**src/rtl/counter_step_sequencer.sv**
```systemverilog
// Command-queued 8-bit counter sequencer: CLEAR / LOAD / paced UP-DOWN stepping,
// with a small command FIFO, abort flush and one-cycle done/wrap event pulses.
module counter_step_sequencer #(
  parameter int DIV_WIDTH  = 24,
  parameter int FIFO_DEPTH = 4
) (
  input  logic                         sys_clk,
  input  logic                         reset_n,
  input  logic                         cmd_valid,
  input  logic [15:0]                  cmd_word,
  input  logic [DIV_WIDTH-1:0]         step_div,
  input  logic                         abort,
  output logic                         cmd_ready,
  output logic [7:0]                   count,
  output logic                         busy,
  output logic                         done_pulse,
  output logic                         wrap_pulse,
  output logic                         overflow,
  output logic [$clog2(FIFO_DEPTH):0]  fifo_level
);

  localparam int PTR_W = $clog2(FIFO_DEPTH);

  localparam logic [PTR_W:0]     DEPTH_L  = (PTR_W+1)'(FIFO_DEPTH);
  localparam logic [PTR_W:0]     LVL_ZERO = {(PTR_W+1){1'b0}};
  localparam logic [PTR_W:0]     LVL_ONE  = {{PTR_W{1'b0}}, 1'b1};
  localparam logic [PTR_W-1:0]   PTR_ZERO = {PTR_W{1'b0}};
  localparam logic [PTR_W-1:0]   PTR_ONE  = {{(PTR_W-1){1'b0}}, 1'b1};
  localparam logic [DIV_WIDTH-1:0] DIV_ZERO = {DIV_WIDTH{1'b0}};
  localparam logic [DIV_WIDTH-1:0] DIV_ONE  = {{(DIV_WIDTH-1){1'b0}}, 1'b1};

  localparam logic [1:0] OP_CLEAR = 2'b00;
  localparam logic [1:0] OP_UP    = 2'b01;
  localparam logic [1:0] OP_DOWN  = 2'b10;
  localparam logic [1:0] OP_LOAD  = 2'b11;

  typedef enum logic [1:0] {
    ST_IDLE = 2'b00,
    ST_EXEC = 2'b01,
    ST_WAIT = 2'b10
  } state_t;

  state_t                 state_q, state_d;
  logic [9:0]             fifo_mem_q [FIFO_DEPTH];
  logic [PTR_W-1:0]       wr_ptr_q, wr_ptr_d;
  logic [PTR_W-1:0]       rd_ptr_q, rd_ptr_d;
  logic [PTR_W:0]         level_q, level_d;
  logic [1:0]             op_q, op_d;
  logic [7:0]             rem_q, rem_d;
  logic [DIV_WIDTH-1:0]   div_q, div_d;
  logic [DIV_WIDTH-1:0]   wait_q, wait_d;
  logic [7:0]             count_q, count_d;
  logic                   done_q, done_d;
  logic                   wrap_q, wrap_d;
  logic                   overflow_q, overflow_d;
  logic                   busy_q, busy_d;

  logic                   ready_s;
  logic                   push_s;
  logic                   pop_s;
  logic                   step_s;
  logic [9:0]             head_s;
  logic [DIV_WIDTH-1:0]   div_eff_s;
  logic                   unused_word_s;

  assign unused_word_s = ^cmd_word[13:8];

  // Room is judged on the registered level so a same-cycle pop never frees a slot.
  assign ready_s   = (level_q < DEPTH_L);
  assign push_s    = cmd_valid && ready_s && !abort;
  assign pop_s     = (state_q == ST_IDLE) && (level_q != LVL_ZERO) && !abort;
  assign head_s    = fifo_mem_q[rd_ptr_q];
  assign div_eff_s = (step_div == DIV_ZERO) ? DIV_ONE : step_div;

  // Queue pointers, level and the sticky overflow flag.
  always_comb begin
    wr_ptr_d   = wr_ptr_q;
    rd_ptr_d   = rd_ptr_q;
    level_d    = level_q;
    overflow_d = overflow_q;
    if (abort) begin
      wr_ptr_d   = PTR_ZERO;
      rd_ptr_d   = PTR_ZERO;
      level_d    = LVL_ZERO;
      overflow_d = 1'b0;
    end else begin
      if (push_s) begin
        wr_ptr_d = wr_ptr_q + PTR_ONE;
      end else begin
        wr_ptr_d = wr_ptr_q;
      end
      if (pop_s) begin
        rd_ptr_d = rd_ptr_q + PTR_ONE;
      end else begin
        rd_ptr_d = rd_ptr_q;
      end
      case ({push_s, pop_s})
        2'b10:   level_d = level_q + LVL_ONE;
        2'b01:   level_d = level_q - LVL_ONE;
        default: level_d = level_q;
      endcase
      if (cmd_valid && !ready_s) begin
        overflow_d = 1'b1;
      end else begin
        overflow_d = overflow_q;
      end
    end
  end

  // Next-state logic.
  always_comb begin
    state_d = state_q;
    case (state_q)
      ST_IDLE: begin
        if (pop_s) begin
          state_d = ST_EXEC;
        end else begin
          state_d = ST_IDLE;
        end
      end
      ST_EXEC: begin
        case (op_q)
          OP_UP, OP_DOWN: begin
            if (rem_q <= 8'd1) begin
              state_d = ST_IDLE;
            end else begin
              state_d = ST_WAIT;
            end
          end
          default: state_d = ST_IDLE;
        endcase
      end
      ST_WAIT: begin
        if ((wait_q == DIV_ZERO) && (rem_q == 8'd1)) begin
          state_d = ST_IDLE;
        end else begin
          state_d = ST_WAIT;
        end
      end
      default: state_d = ST_IDLE;
    endcase
    if (abort) begin
      state_d = ST_IDLE;
    end else begin
      state_d = state_d;
    end
  end

  // Datapath and event pulses; an abort freezes count and suppresses every pulse.
  always_comb begin
    op_d    = op_q;
    rem_d   = rem_q;
    div_d   = div_q;
    wait_d  = wait_q;
    count_d = count_q;
    done_d  = 1'b0;
    wrap_d  = 1'b0;
    step_s  = 1'b0;
    case (state_q)
      ST_IDLE: begin
        if (pop_s) begin
          op_d  = head_s[9:8];
          rem_d = head_s[7:0];
          div_d = div_eff_s;
        end else begin
          op_d  = op_q;
        end
      end
      ST_EXEC: begin
        case (op_q)
          OP_CLEAR: begin
            count_d = 8'h00;
            done_d  = 1'b1;
          end
          OP_LOAD: begin
            count_d = rem_q;
            done_d  = 1'b1;
          end
          default: begin
            if (rem_q == 8'd0) begin
              done_d = 1'b1;
            end else begin
              step_s = 1'b1;
              done_d = (rem_q == 8'd1);
            end
          end
        endcase
      end
      ST_WAIT: begin
        if (wait_q == DIV_ZERO) begin
          step_s = 1'b1;
          done_d = (rem_q == 8'd1);
        end else begin
          wait_d = wait_q - DIV_ONE;
        end
      end
      default: begin
        done_d = 1'b0;
      end
    endcase
    if (step_s) begin
      rem_d  = rem_q - 8'd1;
      wait_d = div_q - DIV_ONE;
      if (op_q == OP_UP) begin
        count_d = count_q + 8'd1;
        wrap_d  = (count_q == 8'hFF);
      end else begin
        count_d = count_q - 8'd1;
        wrap_d  = (count_q == 8'h00);
      end
    end else begin
      rem_d = rem_d;
    end
    if (abort) begin
      count_d = count_q;
      done_d  = 1'b0;
      wrap_d  = 1'b0;
    end else begin
      count_d = count_d;
    end
  end

  // Busy stays high through the cycle that carries the final done pulse.
  always_comb begin
    if (abort) begin
      busy_d = 1'b0;
    end else begin
      busy_d = (state_q != ST_IDLE) || (state_d != ST_IDLE) || (level_d != LVL_ZERO);
    end
  end

  // Command storage.
  always_ff @(posedge sys_clk) begin
    if (!reset_n) begin
      for (int i = 0; i < FIFO_DEPTH; i++) begin
        fifo_mem_q[i] <= 10'd0;
      end
    end else if (push_s) begin
      fifo_mem_q[wr_ptr_q] <= {cmd_word[15:14], cmd_word[7:0]};
    end
  end

  // State register.
  always_ff @(posedge sys_clk) begin
    if (!reset_n) begin
      state_q <= ST_IDLE;
    end else begin
      state_q <= state_d;
    end
  end

  // Remaining registers.
  always_ff @(posedge sys_clk) begin
    if (!reset_n) begin
      wr_ptr_q   <= PTR_ZERO;
      rd_ptr_q   <= PTR_ZERO;
      level_q    <= LVL_ZERO;
      overflow_q <= 1'b0;
      op_q       <= OP_CLEAR;
      rem_q      <= 8'd0;
      div_q      <= DIV_ZERO;
      wait_q     <= DIV_ZERO;
      count_q    <= 8'd0;
      done_q     <= 1'b0;
      wrap_q     <= 1'b0;
      busy_q     <= 1'b0;
    end else begin
      wr_ptr_q   <= wr_ptr_d;
      rd_ptr_q   <= rd_ptr_d;
      level_q    <= level_d;
      overflow_q <= overflow_d;
      op_q       <= op_d;
      rem_q      <= rem_d;
      div_q      <= div_d;
      wait_q     <= wait_d;
      count_q    <= count_d;
      done_q     <= done_d;
      wrap_q     <= wrap_d;
      busy_q     <= busy_d;
    end
  end

  assign cmd_ready  = ready_s;
  assign count      = count_q;
  assign busy       = busy_q;
  assign done_pulse = done_q;
  assign wrap_pulse = wrap_q;
  assign overflow   = overflow_q;
  assign fifo_level = level_q;

endmodule
```
**config.mk**
```make
export PLATFORM = sky130hd
export DESIGN_NAME = counter_step_sequencer
export DESIGN_NICKNAME = d
export VERILOG_FILES = /design/src/rtl/counter_step_sequencer.sv
export SDC_FILE = /design/constraint.sdc
export NUM_CORES = 1
export LEC_CHECK = 0
export ABC_AREA = 1
export CORE_MARGIN = 2
export CORE_UTILIZATION = 55
export CTS_BUF_LIST = sky130_fd_sc_hd__clkbuf_4 sky130_fd_sc_hd__clkbuf_8
export CTS_CLUSTER_DIAMETER = 40
export DETAILED_ROUTE_END_ITERATION = 12
export PLACE_DENSITY_LB_ADDON = 0.05
export SYNTH_ARGS = -nofsm -noshare
export SYNTH_HDL_FRONTEND = slang
export SYNTH_SLANG_ARGS = --single-unit
```
**constraint.sdc**
```tcl
create_clock -name sys_clk -period 4.5 [get_ports sys_clk]
set_clock_uncertainty 0.1 [all_clocks]
set_input_delay 0.675 -clock sys_clk [delete_from_list [all_inputs] [get_ports sys_clk]]
set_output_delay 0.675 -clock sys_clk [all_outputs]
set_load 0.05 [all_outputs]
```
==> results.sh, run 1 <==
export IMPL_netlist_cell_type_count=47
export IMPL_syn2layout_area_growth_pct=15.4
export IMPL_cts_tree="done"
export IMPL_required_ns=4.74
export IMPL_drcViolationCount=0
export IMPL_ir_worst_vdd_uv=221
export IMPL_dr_total_vias=6292
export IMPL_avgSynthCellArea_um2=7.36
export IMPL_slew_headroom=0.517
export IMPL_dieArea_um2=13300
export IMPL_synth_edf_count=40
export IMPL_first_pass_iters=6
export IMPL_hpwlAfterDp_mm=12.1
export IMPL_grt_pass1_vias=5794
export IMPL_crit_type="flip-flop to flip-flop"
export IMPL_path_cells="inv_1 -> ha_1 -> nand3_2 -> nand2_4 -> nand2_4 -> nand2_1 -> nand2_2 -> ha_1 -> inv_1 -> nor2_1 -> nand2_2 -> nor2_4 -> nand2_1 -> nand2_1 -> nand3_1 -> nand2_1 -> inv_1"
export IMPL_ys_flop_type="dfxtp_1"
export IMPL_root_buffer="clkbuf_8"
export IMPL_die_x_um=115
export IMPL_synth_seq_cells=121
export IMPL_setup_violations_final=0
export IMPL_period_minus_slack_ns=3.22
export IMPL_postCtsSetupBuffers=0
export IMPL_tightestPinTransition_ns=0.724
export IMPL_fin_area_um2=7870
export IMPL_p_leak_nw=3.65
export IMPL_drv_slew=0
export IMPL_drv_cap=0
export IMPL_gp_congestion=0.940
export IMPL_n_fill_cell=1071
export IMPL_h_tree_depth=4
export IMPL_grt_overflow_total=0
export IMPL_die_h_um=115
export IMPL_fin_util=0.653
export IMPL_power_total_mw=2.52
export IMPL_antenna_found_initial=0
export IMPL_p_per_area_nw_per_um2=320
export IMPL_cp_slowest_cell="dfxtp_1"
export IMPL_tns_ns=0
export IMPL_status="finished clean"
export IMPL_post_drt_wl_per_cell_um=14.9
export IMPL_period_share=0.715
export IMPL_cp_arrival_ns=3.46
export IMPL_cp_common_cell="nand2_1"
export IMPL_final_antenna_net_count=0
export IMPL_yosysWarnings=0
export IMPL_synth_area_um2=6820
export IMPL_crit_fanout=43
export IMPL_rsz0062_at_grt="no"
export IMPL_async_flop_share=0
export IMPL_place_area_um2=7430
export IMPL_clkLatencyLatePin_ns=0.44
export IMPL_hp_class="flip-flop to flip-flop"
export IMPL_cts_path_max_buffers=2
export IMPL_hold_violations=0
export IMPL_rows=40
export IMPL_drt_total_wl_mm=17.1
export IMPL_start_util=0.566
export IMPL_ys_seq_area_frac=0.414
export IMPL_crit_path_end_kind="flip-flop"
export IMPL_layout_drive_gt1_share=0.0978
export IMPL_timing_fmax_ghz=0.311
export IMPL_grt_max_degree=56
export IMPL_final_cells=1150
export IMPL_cp_start_kind="flip-flop"
export IMPL_slowest_delay_ns=0.46
export IMPL_clk_pin_slew_ns=0.07
export IMPL_cts_buffers=17
export IMPL_fin_nets=1033
export IMPL_core_um2=12100
export IMPL_diodes=0
export IMPL_cts_sinks=121
export IMPL_grt_pass1_wl_mm=28.3
export IMPL_dp_cells=1118
export IMPL_routed_via_density=5.47
export IMPL_io_pins=60
export IMPL_grt_total_usage=0.272
export IMPL_hold_buffers=0
export IMPL_syn_inst=927
export IMPL_cts_resized=0
export IMPL_drt_initial_drc_count=623
export IMPL_port_buffers=53
export IMPL_synth_fp_nets=991
==> flip-flops by register name, summed over array words and instances, names as in the netlist, named ones only <==
signal / count
rem_q: 8
wait_q: 24
wr_ptr_q: 2
overflow: 1
op_q: 2
rd_ptr_q: 2
fifo_mem_q: 40
done_pulse: 1
div_q: 24
fifo_level: 3
count: 8
wrap_pulse: 1
state_q: 2
busy: 1
==> report_power, final <==
part | total (mW) | switching, mW | internal (mW)
clock | 1.09 | 0.444 | 0.646
sequential | 1.20 | 0.0276 | 1.17
combinational | 0.233 | 0.142 | 0.0901
total | 2.52 | 0.614 | 1.91
==> routing by layer <==
metal | wire length [µm] | vias to the layer above | GRT usage
met3 | 1540 | 28 | 0.0485
met2 | 7610 | 245 | 0.411
met4 | 272 | 0 | 0.0996
li1 | - | 3141 | -
met1 | 7650 | 2878 | 0.393
met5 | 0 | - | 0
==> per-stage QoR <==
step / setup WS [ns] / hold slack [ns]
2_1_floorplan: 1.56 / 0.334
3_3_place_gp: 0.943 / 0.350
3_5_place_dp: 0.894 / 0.356
4_1_cts: 1.33 / 0.364
5_1_grt: 1.07 / 0.414
6_report: 1.28 / 0.361
==> Yosys cell counts, types with 3 or more instances <==
| cell | count | area [µm²] |
|---|---|---|
| a211oi_1 | 5 | 37.5 |
| a21oi_1 | 42 | 210 |
| a221oi_1 | 4 | 35.0 |
| a31oi_1 | 18 | 113 |
| buf_2 | 10 | 50.1 |
| clkbuf_1 | 24 | 90.1 |
| dfxtp_1 | 81 | 1620 |
| edfxtp_1 | 40 | 1200 |
| ha_1 | 18 | 225 |
| inv_1 | 116 | 435 |
| inv_2 | 5 | 18.8 |
| nand2_1 | 143 | 537 |
| nand2_2 | 18 | 113 |
| nand3_1 | 65 | 325 |
| nand3_2 | 3 | 30.0 |
| nand3b_1 | 10 | 75.1 |
| nand4_1 | 9 | 56.3 |
| nor2_1 | 141 | 529 |
| nor2_2 | 19 | 119 |
| nor2_4 | 3 | 33.8 |
| nor3_1 | 17 | 85.1 |
| nor4_1 | 3 | 18.8 |
| o21ai_0 | 87 | 435 |
| o21ai_1 | 5 | 25.0 |
| o21bai_1 | 3 | 22.5 |
| o22ai_1 | 4 | 25.0 |
| xnor2_1 | 3 | 26.3 |
| xor2_1 | 4 | 35.0 |
==> logic make-up after synthesis <==
family	count (synthesis)	synth area share
fa+ha+maj	20	0.0389
compound gates	179	0.147
simple gates	439	0.294
buf+inv	161	0.0974
xor+xnor	7	0.00899
flops	121	0.414
==> cells in the final DEF, fill, tap and decap left out, types with 19 or more instances in the layout <==
| cell | netlist | routed |
|---|---|---|
| a21oi_1 | 42 | 42 |
| clkbuf_8 | 0 | 19 |
| clkdlybuf4s50_1 | 0 | 53 |
| dfxtp_1 | 81 | 81 |
| edfxtp_1 | 40 | 40 |
| inv_1 | 116 | 116 |
| nand2_1 | 143 | 143 |
| nand3_1 | 65 | 65 |
| nor2_1 | 141 | 141 |
| nor2_2 | 19 | 19 |
| o21ai_0 | 87 | 87 |
==> final timing paths <==
kind                              to  depth (start not counted)  slack (ns)                startpoint
min reg2reg                flip-flop                          2        0.36  rd_ptr_q[1]$_SDFFE_PP0P_
max reg2reg  wait_q[20]$_SDFFE_PN0P_                         17        1.28      op_q[0]$_SDFFE_PN0P_
max          wait_q[20]$_SDFFE_PN0P_                         17        1.28      op_q[0]$_SDFFE_PN0P_
min                        flip-flop                          2        0.36  rd_ptr_q[1]$_SDFFE_PP0P_
==> area by class of cell <==
class	instances	area, µm²	area share
clock buffer	21	277	0.0351
timing repair buffer	61	591	0.0750
inverter	123	462	0.0587
sequential	121	2820	0.359
tap	168	210	0.0267
clock inverter	11	169	0.0215
multi-input combinational	645	3340	0.424
==> worst max-delay path, delay by kind of cell (launching register included) <==
| family | cells | cell delay, ns |
|---|---|---|
| adder cells (fa/ha/maj) | 2 | 0.53 |
| buffers and inverters | 3 | 0.16 |
| AND/OR/NAND/NOR | 12 | 1.86 |
| flip-flops | 1 | 0.46 |
No activity file was read; power rests on OpenSTA's default activity.
==> inputs of run 2 (changes only) <==
--- a/config.mk
+++ b/config.mk
@@ -7,7 +7,7 @@
 export LEC_CHECK = 0
 export ABC_AREA = 1
 export CORE_MARGIN = 2
-export CORE_UTILIZATION = 55
+export CORE_UTILIZATION = 54
 export CTS_BUF_LIST = sky130_fd_sc_hd__clkbuf_4 sky130_fd_sc_hd__clkbuf_8
 export CTS_CLUSTER_DIAMETER = 40
 export DETAILED_ROUTE_END_ITERATION = 12
==> constraint.sdc (replaced) <==
create_clock -name sys_clk -period 2.89 [get_ports sys_clk]
set_clock_uncertainty 0.1 [all_clocks]
set_input_delay 0.4335 -clock sys_clk [delete_from_list [all_inputs] [get_ports sys_clk]]
set_output_delay 0.4335 -clock sys_clk [all_outputs]
set_load 0.05 [all_outputs]
==> results.sh, run 2 (synthesized netlist as in run 1, its figures left out) <==
export IMPL_diodes=0
export IMPL_period_minus_slack_ns=2.72
export IMPL_drt_total_wl_mm=17.2
export IMPL_largest_reg_flops=40
export IMPL_final_cells=1172
export IMPL_status="finished clean"
export IMPL_grt_pass1_wl_mm=27.7
export IMPL_reg_top3="fifo_mem_q (40), div_q (24), wait_q (24)"
export IMPL_cp_start_kind="flip-flop"
export IMPL_h_tree_depth=4
export IMPL_grt_pass1_vias=5789
export IMPL_start_util=0.547
export IMPL_n_fill_cell=1093
export IMPL_crit_path_end_kind="flip-flop"
export IMPL_hold_violations=0
export IMPL_fin_nets=1051
export IMPL_grt_total_usage=0.264
export IMPL_drcViolationCount=0
export IMPL_p_sw_frac=0.261
export IMPL_p_int_mw=2.82
export IMPL_routed_via_density=5.41
export IMPL_final_antenna_net_count=0
export IMPL_p_per_area_nw_per_um2=476
export IMPL_clkLatencyLatePin_ns=0.45
export IMPL_first_pass_iters=5
export IMPL_setup_violations_final=0
export IMPL_power_frac_comb=0.099
export IMPL_syn2layout_area_growth_pct=17.6
export IMPL_final_cell_mix="nand2_1, nor2_1, inv_1"
export IMPL_hold_ws_ns=0.377
export IMPL_required_ns=3.14
export IMPL_core_um2=12500
export IMPL_timing_fmax_ghz=0.368
export IMPL_grt_max_degree=56
export IMPL_dieArea_um2=13600
export IMPL_top_register="fifo_mem_q"
export IMPL_fin_util=0.644
export IMPL_slew_headroom=0.622
export IMPL_gp_congestion=0.898
export IMPL_drt_initial_drc_count=570
export IMPL_die_h_um=116
export IMPL_switching_power_mw=0.997
export IMPL_tightestPinTransition_ns=0.566
export IMPL_drv_slew=0
export IMPL_layout_commonest_cell="nand2_1"
export IMPL_p_seq_frac=0.487
export IMPL_root_buffer="clkbuf_8"
export IMPL_ir_worst_vdd_uv=359
export IMPL_cts_tree="done"
export IMPL_rows=41
export IMPL_cp_startpoint="wait_q[19]$_SDFFE_PN0P_"
export IMPL_period_share=0.940
export IMPL_hold_buffers=0
export IMPL_post_drt_wl_per_cell_um=14.7
export IMPL_grt_overflow_total=0
export IMPL_dp_cells=1134
export IMPL_cts_sinks=121
export IMPL_die_x_um=116
export IMPL_cts_path_max_buffers=2
export IMPL_cp_arrival_ns=2.97
export IMPL_clk_pin_slew_ns=0.08
export IMPL_drv_cap=0
export IMPL_p_leak_nw=3.71
export IMPL_antenna_found_initial=0
export IMPL_clkPwrFrac=0.415
export IMPL_cts_buffers=17
export IMPL_port_buffers=53
export IMPL_hpwlAfterDp_mm=12.4
export IMPL_crit_type="flip-flop to flip-flop"
export IMPL_crit_fanout=10
export IMPL_layout_drive_gt1_share=0.121
export IMPL_reg2reg_slack_ns=0.17
export IMPL_io_pins=60
export IMPL_hp_class="flip-flop to flip-flop"
export IMPL_hp_start="rd_ptr_q[1]$_SDFFE_PP0P_"
export IMPL_dr_total_vias=6340
export IMPL_worstReg2RegStart="wait_q[19]$_SDFFE_PN0P_"
==> run 2: layout make-up <==
class / instances / area (µm²) / area share
repair buffers: 79 / 742 / 0.0925
clock inverters: 15 / 176 / 0.0220
clock buffers: 17 / 234 / 0.0292
well taps: 172 / 215 / 0.0268
flip-flops and latches: 121 / 2830 / 0.352
multi-input cells: 645 / 3370 / 0.420
inverters: 123 / 462 / 0.0575
==> run 2: per-layer routing <==
layer | share of wire | routed length, µm | vias up | global-route usage
met5 | 0 | 0 | - | 0
met4 | 0.016 | 282 | 0 | 0.0873
met3 | 0.078 | 1350 | 25 | 0.0488
met2 | 0.43 | 7370 | 227 | 0.386
met1 | 0.48 | 8220 | 2910 | 0.394
li1 | - | - | 3178 | -
==> run 2: what timing repair did <==
item                                    4_1_cts  5_1_grt
endpoints found under the setup margin        0       24
resized for setup                             0        8
endpoints found under the hold margin         0        0
buffers inserted                              0        6
==> run 2: final timing paths <==
path / to / cells after the start
max: wait_q[20]$_SDFFE_PN0P_ / 18
min: flip-flop / 2
max reg2reg: wait_q[20]$_SDFFE_PN0P_ / 18
min reg2reg: flip-flop / 2
==> run 2: critical path, cell delays in order (launching register included) <==
cell and delay, ns:
dfxtp_1 0.33, nor2_1 0.10, nand2_1 0.10, nor2_2 0.22
nand4_4 0.18, nand2_8 0.16, buf_4 0.15, nand3b_2 0.07
nand2_2 0.10, ha_1 0.18, inv_1 0.05, nor2_1 0.25
nand2_2 0.18, nor2_4 0.16, nand2_1 0.07, nand2_1 0.05
nand3_1 0.06, nand2_1 0.07, inv_1 0.03
==> run 2: power groups by stage <==
| stage | clock network, mW | registers, mW | logic (mW) |
|---|---|---|---|
| detailed placement | 0 | 1.90 | 0.371 |
| floorplan | 0 | 1.90 | 0.216 |
| CTS | 1.60 | 1.86 | 0.374 |
| global placement | 0 | 1.89 | 0.361 |
| finish | 1.58 | 1.86 | 0.377 |
| global route | 1.69 | 1.86 | 0.418 |
==> run 2: stage by stage <==
step                      setup WS [ns]  TNS, ns  cell area, µm²  power, mW
after detailed placement         0.0245        0            7540       2.27
after CTS                         0.103        0            7950       3.83
after global routing            -0.0230  -0.0484            8030       3.97
after floorplan                   0.150        0            6830       2.12
after global placement            0.129        0            7540       2.26
final                             0.173        0            8030       3.82
